$ cat src/rtl/lvdc_mem_pkg.sv
// Shared constants for the LVDC main-memory arbiter: default bus widths,
// transaction state encoding and requester ids.
package lvdc_mem_pkg;

  localparam int ADDR_W_DFLT = 15;
  localparam int WORD_W_DFLT = 26;
  localparam int SYL_W_DFLT  = 13;

  typedef enum logic [1:0] {
    ST_IDLE = 2'd0,
    ST_LO   = 2'd1,
    ST_HI   = 2'd2,
    ST_ACK  = 2'd3
  } state_t;

  localparam logic REQ_CPU = 1'b0;
  localparam logic REQ_IO  = 1'b1;

endpackage

$ cat src/rtl/lvdc_mem_prio.sv
// Requester priority for the memory arbiter: the CPU wins by default, and the
// I/O channel wins once it has been passed over STARVE_MAX times in a row.
module lvdc_mem_prio #(
  parameter int STARVE_MAX = 4
) (
  input  logic clk,
  input  logic rst_n,
  input  logic cpu_req,
  input  logic io_req,
  input  logic grant_stb,
  output logic win_io,
  output logic grant_any
);

  localparam int CNT_W = (STARVE_MAX > 0) ? $clog2(STARVE_MAX + 1) : 1;
  localparam logic [CNT_W-1:0] CNT_MAX = CNT_W'(STARVE_MAX);

  logic [CNT_W-1:0] starve_cnt;
  logic             starved;

  assign starved   = (starve_cnt >= CNT_MAX);
  assign win_io    = io_req && (!cpu_req || starved);
  assign grant_any = cpu_req || io_req;

  // Only CPU grants made over a waiting I/O request count as starvation.
  always_ff @(posedge clk or negedge rst_n) begin
    if (!rst_n) begin
      starve_cnt <= '0;
    end else if (grant_stb) begin
      if (win_io) begin
        starve_cnt <= '0;
      end else if (io_req && !starved) begin
        starve_cnt <= starve_cnt + 1'b1;
      end
    end
  end

endmodule

$ cat src/rtl/lvdc_mem_arbiter.sv
// Shares the syllable-wide main memory bus between CPU and I/O channel,
// splitting each word access into lo/hi syllable phases with wait states.
// Optional odd-parity generation/checking is enabled by LVDC_MEM_PARITY_EN.
module lvdc_mem_arbiter
  import lvdc_mem_pkg::*;
#(
  parameter int ADDR_W      = ADDR_W_DFLT,
  parameter int WORD_W      = WORD_W_DFLT,
  parameter int SYL_W       = SYL_W_DFLT,
  parameter int WAIT_STATES = 1,
  parameter int STARVE_MAX  = 4
) (
  input  logic              clk,
  input  logic              rst_n,
  input  logic              cpu_req,
  input  logic              cpu_we,
  input  logic [ADDR_W-1:0] cpu_addr,
  input  logic [WORD_W-1:0] cpu_wdata,
  output logic              cpu_ack,
  output logic [WORD_W-1:0] cpu_rdata,
  input  logic              io_req,
  input  logic              io_we,
  input  logic [ADDR_W-1:0] io_addr,
  input  logic [WORD_W-1:0] io_wdata,
  output logic              io_ack,
  output logic [WORD_W-1:0] io_rdata,
  output logic [ADDR_W:0]   mem_addr,
  output logic [SYL_W-1:0]  mem_wdata,
  input  logic [SYL_W-1:0]  mem_rdata,
  output logic              mem_par_o,
  input  logic              mem_par_i,
  output logic              mem_oe_n,
  output logic              mem_we_n,
  output logic              busy,
  output logic              parity_err
);

  localparam int PH_W = (WAIT_STATES > 0) ? $clog2(WAIT_STATES + 1) : 1;
  localparam logic [PH_W-1:0] PH_LOAD = PH_W'(WAIT_STATES);

  state_t            state_q, state_d;
  logic [PH_W-1:0]   phase_q;
  logic              id_q, we_q;
  logic [ADDR_W-1:0] addr_q;
  logic [WORD_W-1:0] wdata_q;
  logic [SYL_W-1:0]  lo_q;
  logic [SYL_W-1:0]  syl_wdata;
  logic              win_io, grant_any, grant_stb, phase_last, in_phase, read_cap;

  lvdc_mem_prio #(.STARVE_MAX(STARVE_MAX)) u_prio (
    .clk       (clk),
    .rst_n     (rst_n),
    .cpu_req   (cpu_req),
    .io_req    (io_req),
    .grant_stb (grant_stb),
    .win_io    (win_io),
    .grant_any (grant_any)
  );

  assign grant_stb  = (state_q == ST_IDLE) && grant_any;
  assign phase_last = (phase_q == '0);
  assign in_phase   = (state_q == ST_LO) || (state_q == ST_HI);
  assign read_cap   = in_phase && phase_last && !we_q;
  assign syl_wdata  = (state_q == ST_HI) ? wdata_q[WORD_W-1:SYL_W] : wdata_q[SYL_W-1:0];

  always_ff @(posedge clk or negedge rst_n) begin
    if (!rst_n) state_q <= ST_IDLE;
    else        state_q <= state_d;
  end

  always_comb begin
    state_d = state_q;
    unique case (state_q)
      ST_IDLE: if (grant_any)  state_d = ST_LO;
      ST_LO:   if (phase_last) state_d = ST_HI;
      ST_HI:   if (phase_last) state_d = ST_ACK;
      ST_ACK:  state_d = ST_IDLE;
      default: state_d = ST_IDLE;
    endcase
  end

  // Request fields are frozen at grant so requesters may change inputs freely.
  always_ff @(posedge clk or negedge rst_n) begin
    if (!rst_n) begin
      id_q    <= REQ_CPU;
      we_q    <= 1'b0;
      addr_q  <= '0;
      wdata_q <= '0;
      phase_q <= '0;
    end else if (grant_stb) begin
      id_q    <= win_io ? REQ_IO : REQ_CPU;
      we_q    <= win_io ? io_we : cpu_we;
      addr_q  <= win_io ? io_addr : cpu_addr;
      wdata_q <= win_io ? io_wdata : cpu_wdata;
      phase_q <= PH_LOAD;
    end else if (in_phase) begin
      phase_q <= phase_last ? PH_LOAD : phase_q - 1'b1;
    end
  end

  always_ff @(posedge clk or negedge rst_n) begin
    if (!rst_n) begin
      lo_q      <= '0;
      cpu_rdata <= '0;
      io_rdata  <= '0;
    end else if (read_cap) begin
      if (state_q == ST_LO) begin
        lo_q <= mem_rdata;
      end else if (id_q == REQ_IO) begin
        io_rdata <= {mem_rdata, lo_q};
      end else begin
        cpu_rdata <= {mem_rdata, lo_q};
      end
    end
  end

  // The last cycle of a write phase releases mem_we_n to give address/data hold.
  always_comb begin
    busy      = (state_q != ST_IDLE);
    cpu_ack   = (state_q == ST_ACK) && (id_q == REQ_CPU);
    io_ack    = (state_q == ST_ACK) && (id_q == REQ_IO);
    mem_addr  = '0;
    mem_wdata = '0;
    mem_par_o = 1'b0;
    mem_oe_n  = 1'b1;
    mem_we_n  = 1'b1;
    if (in_phase) begin
      mem_addr = {addr_q, (state_q == ST_HI)};
      if (we_q) begin
        mem_wdata = syl_wdata;
        mem_we_n  = ~((phase_q != '0) || (WAIT_STATES == 0));
`ifdef LVDC_MEM_PARITY_EN
        mem_par_o = ~^syl_wdata;
`endif
      end else begin
        mem_oe_n = 1'b0;
      end
    end
  end

`ifdef LVDC_MEM_PARITY_EN
  always_ff @(posedge clk or negedge rst_n) begin
    if (!rst_n) begin
      parity_err <= 1'b0;
    end else if (read_cap && !(^{mem_rdata, mem_par_i})) begin
      parity_err <= 1'b1;
    end
  end
`else
  logic unused_par;
  assign unused_par = &{1'b0, mem_par_i};
  assign parity_err = 1'b0;
`endif

endmodule

$ cat config.mk
export PLATFORM = sky130hd
export DESIGN_NAME = lvdc_mem_arbiter
export DESIGN_NICKNAME = d
export VERILOG_FILES = /design/src/rtl/lvdc_mem_pkg.sv /design/src/rtl/lvdc_mem_prio.sv /design/src/rtl/lvdc_mem_arbiter.sv
export SDC_FILE = /design/constraint.sdc
export NUM_CORES = 1
export LEC_CHECK = 0
export ABC_CLOCK_PERIOD_IN_PS = 2900
export CAP_MARGIN = 20
export CORE_MARGIN = 5
export CORE_UTILIZATION = 45
export DETAILED_ROUTE_END_ITERATION = 6
export PLACE_DENSITY = 0.8
export SLEW_MARGIN = 40
export SYNTH_ARGS = -nofsm -noshare
export SYNTH_HDL_FRONTEND = slang
export SYNTH_SLANG_ARGS = --single-unit
$ cat constraint.sdc
create_clock -name clk -period 2.9 [get_ports clk]
set_input_delay 0.58 -clock clk [delete_from_list [all_inputs] [get_ports clk]]
set_output_delay 0.58 -clock clk [all_outputs]
set_load 0.01 [all_outputs]
-- Word-level counts from Yosys, hierarchy flattened
Index checks and enable logic that the tools add are counted.
- mux-type cells: 21
- add/subtract/negate cells: 2
- eq/ne operators: 6
- bitwise operators: 3
- reduce and logical (&&, ||, !) cells: 22
- $lt $le $gt $ge: 1
- operators with widths (kind ; number):
    2-to-1 mux 13 bit ; 3
    2-to-1 mux 26 bit ; 1
    2-to-1 mux 16 bit ; 1
    2-to-1 mux 15 bit ; 1
    2-to-1 mux 1 bit ; 9
    AND reduction 3 bit ; 3
    case mux 2 bit (4 select lines) ; 1
    logical AND 1 bit ; 7
    2-to-1 mux 2 bit ; 3
    2-to-1 mux 3 bit ; 2
    inequality test 2 bit (second input constant) ; 3
    nonzero test 2 bit ; 3
    equality test 2 bit (second input constant) ; 2
    AND reduction 2 bit ; 2
    adder 3 x 1 -> 3 bit (second input constant) ; 1
    >= comparator 3 bit (second input constant) ; 1
    zero test 1 bit ; 3
    logical OR 1 bit ; 3
    inverter 1 bit ; 3
    equality test 2 x 1 -> 1 bit (second input constant) ; 1
    zero test 2 bit ; 1
    subtractor 1 bit (second input constant) ; 1
- flip-flop bits (word level): 114
- input bits: 102
- output and inout bits: 88
- logic and storage cells: 65

-- Longest topological paths before layout
Gate-level depths: netlist of the first run.
- depth after elaboration: 5
- mapped depth: 7
- gate-level depth less buffers: 5

-- Modules after synthesis
Synthesis of the first run repeated with hierarchy kept, for this count alone.
- cells, all modules: 411
- area, all modules: 5175.0 um^2
- modules (own cells, without submodules) (module ; area each (um^2) ; instances ; seq. area each (um^2) ; cells each):
    lvdc_mem_arbiter ; 5024.8 ; 1 ; 2777.7 ; 399
    lvdc_mem_prio ; 150.1 ; 1 ; 75.1 ; 12

-- Worst setup path after synthesis of the first run
Ideal clock, no wire load.
- path kind: flip-flop to output port
- start: register state_q[0]
- end: output mem_wdata[10]
- path buffers: 2
- arrival time: 1.550 ns
- stages on the path, launching flop included: 7
- setup slack: 0.770 ns
- required time: 2.320 ns
- cell sequence: dfrtp_1 > inv_1 > ha_1 > clkbuf_1 > buf_2 > mux2i_1 > nor2_1
- longest elaborated chain between the ends: 4
- elaborated cells on any way between the ends: 6
- those cells by class: eq/ne (2); mux (3); reduce/logical (1)
- RTL lines (what ; RTL line ; text):
    start, declared ; lvdc_mem_arbiter.sv:41 ; state_t state_q, state_d;
    start signal, assigned ; lvdc_mem_arbiter.sv:68 ; else state_q <= state_d;
    equality test 2 bit ; lvdc_mem_arbiter.sv:62, lvdc_mem_arbiter.sv:64 ;
    2-to-1 mux 13 bit ; lvdc_mem_arbiter.sv:64 ; assign syl_wdata = (state_q == ST_HI) ? wdata_q[WORD_W-1:SYL_W] : wdata_q[SYL_W-1:0];
    2-to-1 mux 13 bit ; lvdc_mem_arbiter.sv:129 ; if (we_q) begin
    2-to-1 mux 13 bit * ; lvdc_mem_arbiter.sv:127 ; if (in_phase) begin
    end, declared ; lvdc_mem_arbiter.sv:28 ; output logic [SYL_W-1:0] mem_wdata,
Every way passes the cells marked *; elsewhere a longest branch is shown, timed or not.

-- Worst setup path after layout of the first run
- start: register state_q[1]
- end: output mem_addr[11]
- longest elaborated chain between the ends: 3
- elaborated cells on any way between the ends: 4
- those cells by class: eq/ne (2); mux (1); reduce/logical (1)
- RTL lines (what ; RTL line ; text):
    equality test 2 x 1 -> 1 bit or equality test 2 bit (tied branches) ; lvdc_mem_arbiter.sv:62 ; assign in_phase = (state_q == ST_LO) || (state_q == ST_HI);
    logical OR 1 bit * ; lvdc_mem_arbiter.sv:62 ;
    2-to-1 mux 16 bit * ; lvdc_mem_arbiter.sv:127 ;
    end, declared ; lvdc_mem_arbiter.sv:27 ; output logic [ADDR_W:0] mem_addr,
Marked as above.

==> results.cfg, run 1 <==
[sta]
worst_slack_ps = 111.6
setup-violations-final = 0
skew_ps = 9.142
period_minus_slack_ps = 2788
fmax_mhz = 358.6
max-slew-margin-rel_pct = 52.48
hold_ws_ps = 242.6
maxSlewViolCount = 0
worstMarginPinSlew_ps = 712.8
rsz0062_at_grt = no
finalHoldViolations = 0
fin_tns_setup_ps = 0
finalCritPeriodShare_pct = 96.15

[place]
placed_cell_area_mm2 = 0.007259
dp_hpwl_um = 10660
gp_congestion = 0.8965
place_ws_ps = 371.4
placement.io_buffers = 186

[layout]
final_common_cell = clkdlybuf4s50_1
area_growth_pct = 49.87
design_area_mm2 = 0.007896
final_cell_mix = 184 x clkdlybuf4s50_1, 114 x dfrtp_1, 57 x nor2_1, 47 x mux2_2, 43 x o21ai_0
antenna_cells = 0
n_fill_cell = 822
fin_nets = 751
drive_gt1_share_pct = 18.75

[logic_synthesis]
ys_seq_area_share_pct = 54.14
synth_area_per_cell_um2 = 11.36
synthesis.instances = 464
ys_types = 31
syn-cell-area_mm2 = 0.005269
ys_warn_count = 0
synth_seq_cells = 114

[job]
drv_cap = 0

[run_status]
status = complete, no violations

[power_and_ir_drop]
p_per_area_mw_per_mm2 = 1208
ir_drop_mv = 0.8412
leakage_nw = 3.298

[setup_path]
cp_slowest_stage_delay_ps = 560
setup.worst_path.start_class = flip-flop
critPathKind = flip-flop to primary output
endpoint_kind = primary output
reg2reg_slack_ps = 450
rr_endpoint = io_rdata[15]
worst-r2r-cell-count = 6
slowest_stage = clkdlybuf4s50_1
path_max_fanout = 19
cp.arrival_ps = 2210
worstPathRequired_ps = 2320
r2r-start = state_q[1]
crit_chain = inv_1 > ha_1 > buf_4 > and2_1 > clkdlybuf4s50_1

[global_route]
grt_usage_pct = 21.86
grt_pass1_wl_um = 24780
overflow = 0
grt_start_max_net_pins = 55
grt_pass1_vias = 4824
antenna_found_initial = 0

[cts]
clk_pin_slew_ps = 50
clk_latency_ps = 400
cts_tree = built
hold_buffers = 0
clockBufferDepth = 2
cts_buffers = 17
cts_num_sinks = 114
root_buffer = clkbuf_16
post_cts_resized = 1
post-cts-setup-buffer-count = 0
htreeDepth = 4

[die]
std_cell_rows = 39
start_util_pct = 45.95
core_area_mm2 = 0.01147
die_w_um = 118.2
ios = 190
die_h_um = 118.2
die_area_mm2 = 0.01397

[routing]
avgRoutedWirePerCell_um = 18.85
vias = 4407
antenna_left = 0
drc_errors = 0
wl_um = 15060
firstDrtPassIters = 4
drtIter0Drc = 339
vias_per_cell = 5.516

[worst_hold_path]
holdCritPathClass = input port to asynchronous set/reset pin
-- where the power goes --
group | total [mW] | switching, mW | internal (mW)
clock | 2.21 | 0.760 | 1.45
sequential | 2.93 | 0.523 | 2.41
combinational | 4.41 | 1.92 | 2.49
total | 9.54 | 3.20 | 6.34
-- cell families (layout without fill, tap and decap cells) --
logic type,count (synthesis),after routing,share of synthesized area [%]
AOI/OAI and AO/OA,133,133,13.96
DFF,114,114,54.14
and+or+nand+nor,84,84,7.694
muxes,81,81,18.40
buffers and inverters,44,235,4.132
adders and majority gates,6,6,1.425
other,1,2,0.07117
xor gates and xnor gates,1,1,0.1663
-- state kept, by name, indices dropped and copies added (netlist names) --
register and count:
addr_q 15, cpu_rdata 26, id_q 1, io_rdata 26, lo_q 13, phase_q 1
state_q 2, u_prio.starve_cnt 3, wdata_q 26, we_q 1
-- through the flow --
step | power (mW) | std cells | util (%)
6_report | 9.542 | 799 | 68.86
3_3_place_gp | 7.170 | 767 | 63.31
5_1_grt | 10.11 | 799 | 68.86
4_1_cts | 9.613 | 799 | 68.83
3_5_place_dp | 7.349 | 767 | 63.31
2_1_floorplan | 5.097 | 465 | -
-- critical path, delay by kind of cell, from the launching register on --
family | cells | cell delay (ps)
buf+inv | 3 | 910
flops | 1 | 400
fa+ha+maj | 1 | 320
simple gates | 1 | 170
-- Yosys cell counts --
cell type / number / area share [%]
dfrtp_1: 114 / 54
nor2_1: 57 / 4.1
mux2_2: 47 / 10
o21ai_0: 43 / 4.1
a21oi_1: 42 / 4.0
a31oi_1: 42 / 5.0
clkbuf_1: 31 / 2.2
mux2_4: 20 / 5.7
and2_1: 16 / 1.9
mux2i_1: 14 / 2.7
ha_1: 6 / 1.4
buf_2: 4 / 0.38
inv_1: 4 / 0.28
nand2_1: 3 / 0.21
a22o_1: 2 / 0.33
buf_12: 2 / 0.76
buf_4: 2 / 0.28
nor2b_1: 2 / 0.24
a32o_1: 1 / 0.19
buf_6: 1 / 0.21
conb_1: 1 / 0.071
nand2b_1: 1 / 0.12
nand2b_4: 1 / 0.26
nand3_1: 1 / 0.095
nor3b_1: 1 / 0.14
nor4_4: 1 / 0.40
o21a_1: 1 / 0.14
o21ai_1: 1 / 0.095
o31ai_1: 1 / 0.14
or4b_4: 1 / 0.26
xnor2_1: 1 / 0.17
-- area by class of cell --
cell class                 count  area, um^2  share of cell area, %
timing repair buffer         199        1993                  25.24
clock inverter                15       205.2                  2.599
sequential                   114        2853                  36.13
inverter                       4       15.01                 0.1901
clock buffer                  17       425.4                  5.387
multi-input combinational    307        2226                  28.19
tap                          143       178.9                  2.266
-- how the worst max path moves through the flow --
| stage | start | to | slack [ps] | cells after the start |
|---|---|---|---|---|
| detailed placement | state_q[1] | mem_wdata[6] | 370 | 5 |
| global placement | state_q[0] | mem_wdata[6] | 430 | 5 |
| floorplan | state_q[0] | mem_wdata[10] | 770 | 6 |
| finish | state_q[1] | mem_addr[11] | 110 | 5 |
| global route | state_q[1] | mem_addr[11] | 30 | 5 |
| CTS | state_q[0] | mem_wdata[6] | 60 | 6 |
-- routing by layer --
layer | vias to the layer above | wire length (um) | part of all wire [%] | track usage (%)
li1 | 2006 | - | - | -
met1 | 2177 | 6123 | 41 | 26.60
met2 | 209 | 7538 | 50 | 37.03
met3 | 15 | 1214 | 8.1 | 6.590
met4 | 0 | 183 | 1.2 | 7.455
met5 | - | 0 | 0 | 0
No activity file was read; power rests on OpenSTA's default activity.
==> run 2: changes to the inputs <==
- CTS_BUF_LIST: default -> sky130_fd_sc_hd__clkbuf_8
- REMOVE_ABC_BUFFERS: default -> 1
==> run 2 against run 1 <==
Non-clock buffer count shrank 1; clock power shrank 30%; clock skew up 1.4 ps; worst hold slack got worse by 200 ps; critical path depth grew 1; global-route usage fell by 0.91 points; combinational power increased by 2%; first-iteration DRC count is 6.2% lower; register-to-register slack improved by 90 ps; sequential share of layout area increased by 0.98 points; critical path type unchanged; largest power group unchanged.
==> results.cfg, run 2 (synthesized netlist as in run 1, its figures left out) <==
[die]
core_area_mm2 = 0.01147
ios = 190
start_util_pct = 45.95
die_w_um = 118.2
die_area_mm2 = 0.01397
die_h_um = 118.2
std_cell_rows = 39

[place]
placement.io_buffers = 186
gp_congestion = 0.8738
placedCellCount = 766
dp_hpwl_um = 10190

[global_route]
grt_start_max_net_pins = 64
grt_pass1_wl_um = 23890
grt_util_met2_pct = 32.38
top_usage_layer = met2
overflow = 0
grt_use_met3_pct = 8.357
grt_usage_pct = 20.95
grt_pass1_vias = 4632
gr-usage-met1_pct = 26.81
antenna_found_initial = 0

[cts]
clk_latency_ps = 430
clk_pin_slew_ps = 70
cts_tree = built
root_buffer = clkbuf_8
clockBufferDepth = 2
post-cts-setup-buffer-count = 0
hold_buffers = 0
cts_num_sinks = 114
htreeDepth = 4
cts_buffers = 17

[sta]
rsz0062_at_grt = no
fin_tns_setup_ps = 0
finalCritPeriodShare_pct = 95.59
hold_ws_ps = 40.90
period_minus_slack_ps = 2772
finalHoldViolations = 0
fmax_mhz = 360.7
skew_ps = 10.53
maxSlewViolCount = 0
setup-violations-final = 0

[power_and_ir_drop]
p_per_area_mw_per_mm2 = 1162
leakage_nw = 3.204
ir_drop_mv = 0.5900

[setup_path]
path_max_fanout = 15
worstPathRequired_ps = 2320
setup.worst_path.start_class = flip-flop
endpoint_kind = primary output
cp.arrival_ps = 2190
critPathKind = flip-flop to primary output

[routing]
firstDrtPassIters = 5
vias_per_cell = 5.459
avgRoutedWirePerCell_um = 18.15
antenna_left = 0
vias = 4351
drc_errors = 0
wl_um = 14470
drtIter0Drc = 318

[layout]
final_common_cell = clkdlybuf4s50_1
area_growth_pct = 45.90
drive_gt1_share_pct = 18.65
final_cell_mix = 184 x clkdlybuf4s50_1, 114 x dfrtp_1, 57 x nor2_1, 47 x mux2_2, 43 x o21ai_0
fin_nets = 750
antenna_cells = 0
fin_cells = 797
largest_registers = cpu_rdata: 26 flops, io_rdata: 26 flops, wdata_q: 26 flops

[job]
drv_cap = 0

[worst_hold_path]
holdCritPathClass = input port to asynchronous set/reset pin

[run_status]
status = complete, no violations
==> run 2: report_power, final <==
| part | total [mW] | switching (mW) | internal (mW) |
|---|---|---|---|
| logic | 4.48 | 1.93 | 2.55 |
| clock network | 1.55 | 0.644 | 0.904 |
| registers | 2.90 | 0.502 | 2.40 |
==> run 2: final cells by class <==
| class | count | area, um^2 |
|---|---|---|
| Inverter | 4 | 15.01 |
| Multi-Input combinational cell | 307 | 2248 |
| Fill cell | 852 | 3780 |
| Tap cell | 143 | 178.9 |
| Clock inverter | 11 | 136.4 |
| Timing Repair Buffer | 198 | 1981 |
| Sequential cell | 114 | 2853 |
| Clock buffer | 20 | 275.3 |
==> run 2: routing by layer <==
layer  vias to the layer above  routed length, um  share of wire [%]
met5                         -                  0                  0
met4                         0                242                1.7
met3                        18               1377                9.5
met2                       207               6819                 47
met1                      2123               6030                 42
li1                       2003                  -                  -
==> run 2: worst paths after layout <==
check / startpoint / end / slack, ps / depth (start not counted)
max: state_q[0] / mem_wdata[6] / 130 / 6
max reg2reg: state_q[1] / io_rdata[9] / 540 / 6
min: rst_n / cpu_rdata[2] / 40 / 1
min reg2reg: cpu_rdata[6] / cpu_rdata[6] / 510 / 1
max in group asynchronous: rst_n / wdata_q[16] / 2170 / 2
min in group clk: cpu_rdata[6] / cpu_rdata[6] / 510 / 1
==> run 2: stage by stage <==
step | area, um^2 | utilization (%) | total power, mW | setup slack (ps)
final | 7687 | 67.04 | 8.935 | 127.8
after global routing | 7687 | 67.04 | 9.491 | 0.1645
after CTS | 7656 | 66.76 | 8.928 | 8.216
after detailed placement | 7237 | 63.11 | 7.328 | 278.6
after global placement | 7237 | 63.11 | 7.147 | 407.2
after floorplan | 5070 | - | 5.018 | 224.7
==> run 2: repair_timing <==
| action | in CTS | in global routing |
|---|---|---|
| resized for setup | 2 | 8 |
| gates cloned | 0 | 0 |
| hold endpoints to repair | 0 | 0 |
| endpoints found under the setup margin | 13 | 26 |
==> run 2: critical path: stages, from the launching register on <==
cell and delay, ps:
dfrtp_1 410, inv_2 120, ha_1 210, buf_8 200
mux2i_1 280, nor2_1 60, clkdlybuf4s50_1 480
==> run 3: changes to the inputs <==
- CORE_MARGIN: 5 -> default
- PLACE_DENSITY: 0.8 -> 0.81
- SYNTH_HIERARCHICAL: default -> 1
==> run 3 against run 2 <==
Clock skew fell by 3.4 ps; via count fell by 14%; design area fell by 1.1%; sequential cell count did not move; synthesized cell count fell by 11%; sequential share of layout area rose by 0.41 points; critical path type unchanged.
==> results.cfg, run 3 <==
[logic_synthesis]
syn-cell-area_mm2 = 0.005175
synth_edf_count = 0
synth_top_area_share_pct = 55.13
synth_area_leader_cell = dfrtp_1
synth_area_per_cell_um2 = 12.59
async_reset_ff_share_pct = 100.0
yosysMostFrequentCell = dfrtp_1
synthTopCellsByCount = 114 x dfrtp_1, 56 x mux2i_1, 49 x nand2_1
ys_seq_area_share_pct = 55.13
ys_types = 28
ys_top_cells_by_area = dfrtp_1 55%, mux2i_1 11%, mux2_2 10%, mux2_4 5.8%, o21ai_0 4.3%
synthesis.instances = 411
ys_warn_count = 6
synth_seq_cells = 114
synth-main-ff-cell = dfrtp_1

[routing]
wl_met1_um = 4739
avgRoutedWirePerCell_um = 15.81
met2_length_um = 5891
vias = 3757
wl_um = 11890
drtIter0Drc = 118
firstDrtPassIters = 4
top_layer = met4
antenna_left = 0
vias_per_cell = 4.996
drc_errors = 0
dr_wl_met3_um = 1006

[power_and_ir_drop]
p_total_mw = 8.120
leakage_nw = 3.322
clkPwrFrac_pct = 18.8
seq_power_share_pct = 35.1
combPwrFrac_pct = 46.1
ir_drop_mv = 0.6762
p_sw_share_pct = 32.75
p_switching_mw = 2.660
p_per_area_mw_per_mm2 = 1068
intPower_mw = 5.460

[sta]
fin_tns_setup_ps = 0
rsz0062_at_grt = yes
finalHoldViolations = 0
worst_slack_ps = 109.0
worstMarginPinSlew_ps = 682.7
max-slew-margin-rel_pct = 54.49
hold_ws_ps = 184.2
setup-violations-final = 0
fmax_mhz = 358.3
skew_ps = 7.112
maxSlewViolCount = 0
period_minus_slack_ps = 2791
finalCritPeriodShare_pct = 96.24

[cts]
root_buffer = clkbuf_8
cts_num_sinks = 114
clockBufferDepth = 2
htreeDepth = 4
cts_tree = built
clk_pin_slew_ps = 70
hold_buffers = 0
cts_buffers = 17
clk_latency_ps = 430

[place]
place_ws_ps = 442.9
placedCellCount = 720
placed_cell_area_mm2 = 0.007167
placement.io_buffers = 186
dp_hpwl_um = 8691
gp_congestion = 0.7513

[die]
ios = 190
core_area_mm2 = 0.01103
std_cell_rows = 38
die_h_um = 109.2
die_w_um = 109.2
die_area_mm2 = 0.01193
start_util_pct = 46.91

[setup_path]
critPathKind = flip-flop to primary output
reg2reg_slack_ps = 480
worstPathRequired_ps = 2320
endpoint_kind = primary output
cp.arrival_ps = 2210
path_max_fanout = 15
setup.worst_path.start_class = flip-flop

[global_route]
antenna_found_initial = 0
grt_pass1_wl_um = 18950
grt_start_max_net_pins = 69
grt_usage_pct = 21.38
grt_pass1_vias = 3890
overflow = 0

[run_status]
status = complete, no violations

[layout]
area_growth_pct = 46.93
final_util_pct = 68.93
antenna_cells = 0
n_fill_cell = 840
design_area_mm2 = 0.007604
fin_nets = 707
final_cell_mix = 185 x clkdlybuf4s50_1, 114 x dfrtp_1, 54 x mux2i_1, 47 x mux2_2, 47 x nand2_1
final_common_cell = clkdlybuf4s50_1
largest_registers = cpu_rdata: 26 flops, io_rdata: 26 flops, wdata_q: 26 flops
drive_gt1_share_pct = 19.44
fin_cells = 752

[job]
drv_cap = 0

[worst_hold_path]
holdCritPathClass = input port to asynchronous set/reset pin
==> run 3: cell families after synthesis <==
family                     Yosys count  share of synthesized area [%]
adders and majority gates            6                          1.451
other                                1                        0.07246
xor gates and xnor gates             1                         0.1693
muxes                              123                          26.86
and+or+nand+nor                     87                          8.124
buffers and inverters               32                          3.409
DFF                                114                          55.13
AOI/OAI and AO/OA                   47                          4.787
==> run 3: worst paths after layout <==
check,startpoint,end,cells after the start
worst max register to register,state_q[0],io_rdata[16],6
worst min register to register,addr_q[13],addr_q[13],2
worst max-delay path,state_q[0],mem_wdata[1],6
worst min-delay path,rst_n,io_rdata[13],1
max in group asynchronous,rst_n,io_rdata[12],2
min in group clk,addr_q[13],addr_q[13],2
==> run 3: timing repair <==
action,4_1_cts,5_1_grt
cloned,0,0
buffers inserted,0,0
pin swaps,0,0
setup endpoints to repair,9,10
endpoints found under the hold margin,0,0
resized for setup,1,5
==> run 3: final cells by class <==
type / instances / area [um^2] / area share [%]
clock buffer: 20 / 275.3 / 3.620
clock inverter: 12 / 138.9 / 1.827
inverter: 5 / 18.77 / 0.2468
multi-input combinational: 266 / 2178 / 28.65
sequential: 114 / 2853 / 37.52
tap: 140 / 175.2 / 2.304
timing repair buffer: 195 / 1964 / 25.84
==> run 3: worst max-delay path: stages (launching register included) <==
cell             delay (ps)
dfrtp_1                 410
inv_1                   140
ha_1                    240
buf_12                  190
mux2i_2                 240
nor2_1                   60
clkdlybuf4s50_1         500
==> run 3: routing by layer <==
layer / global-route usage (%) / vias up
li1: - / 1783
met1: 24.01 / 1793
met2: 36.84 / 161
met3: 7.233 / 20
met4: 9.238 / 0
met5: 0 / -
==> run 3: power by group through the flow <==
stage	Sequential (mW)	Clock, mW	Combinational (mW)
3_3_place_gp	2.80	0	3.61
5_1_grt	2.96	1.63	4.08
2_1_floorplan	2.93	0	1.79
6_report	2.85	1.53	3.74
3_5_place_dp	2.88	0	3.74
4_1_cts	2.86	1.57	3.76
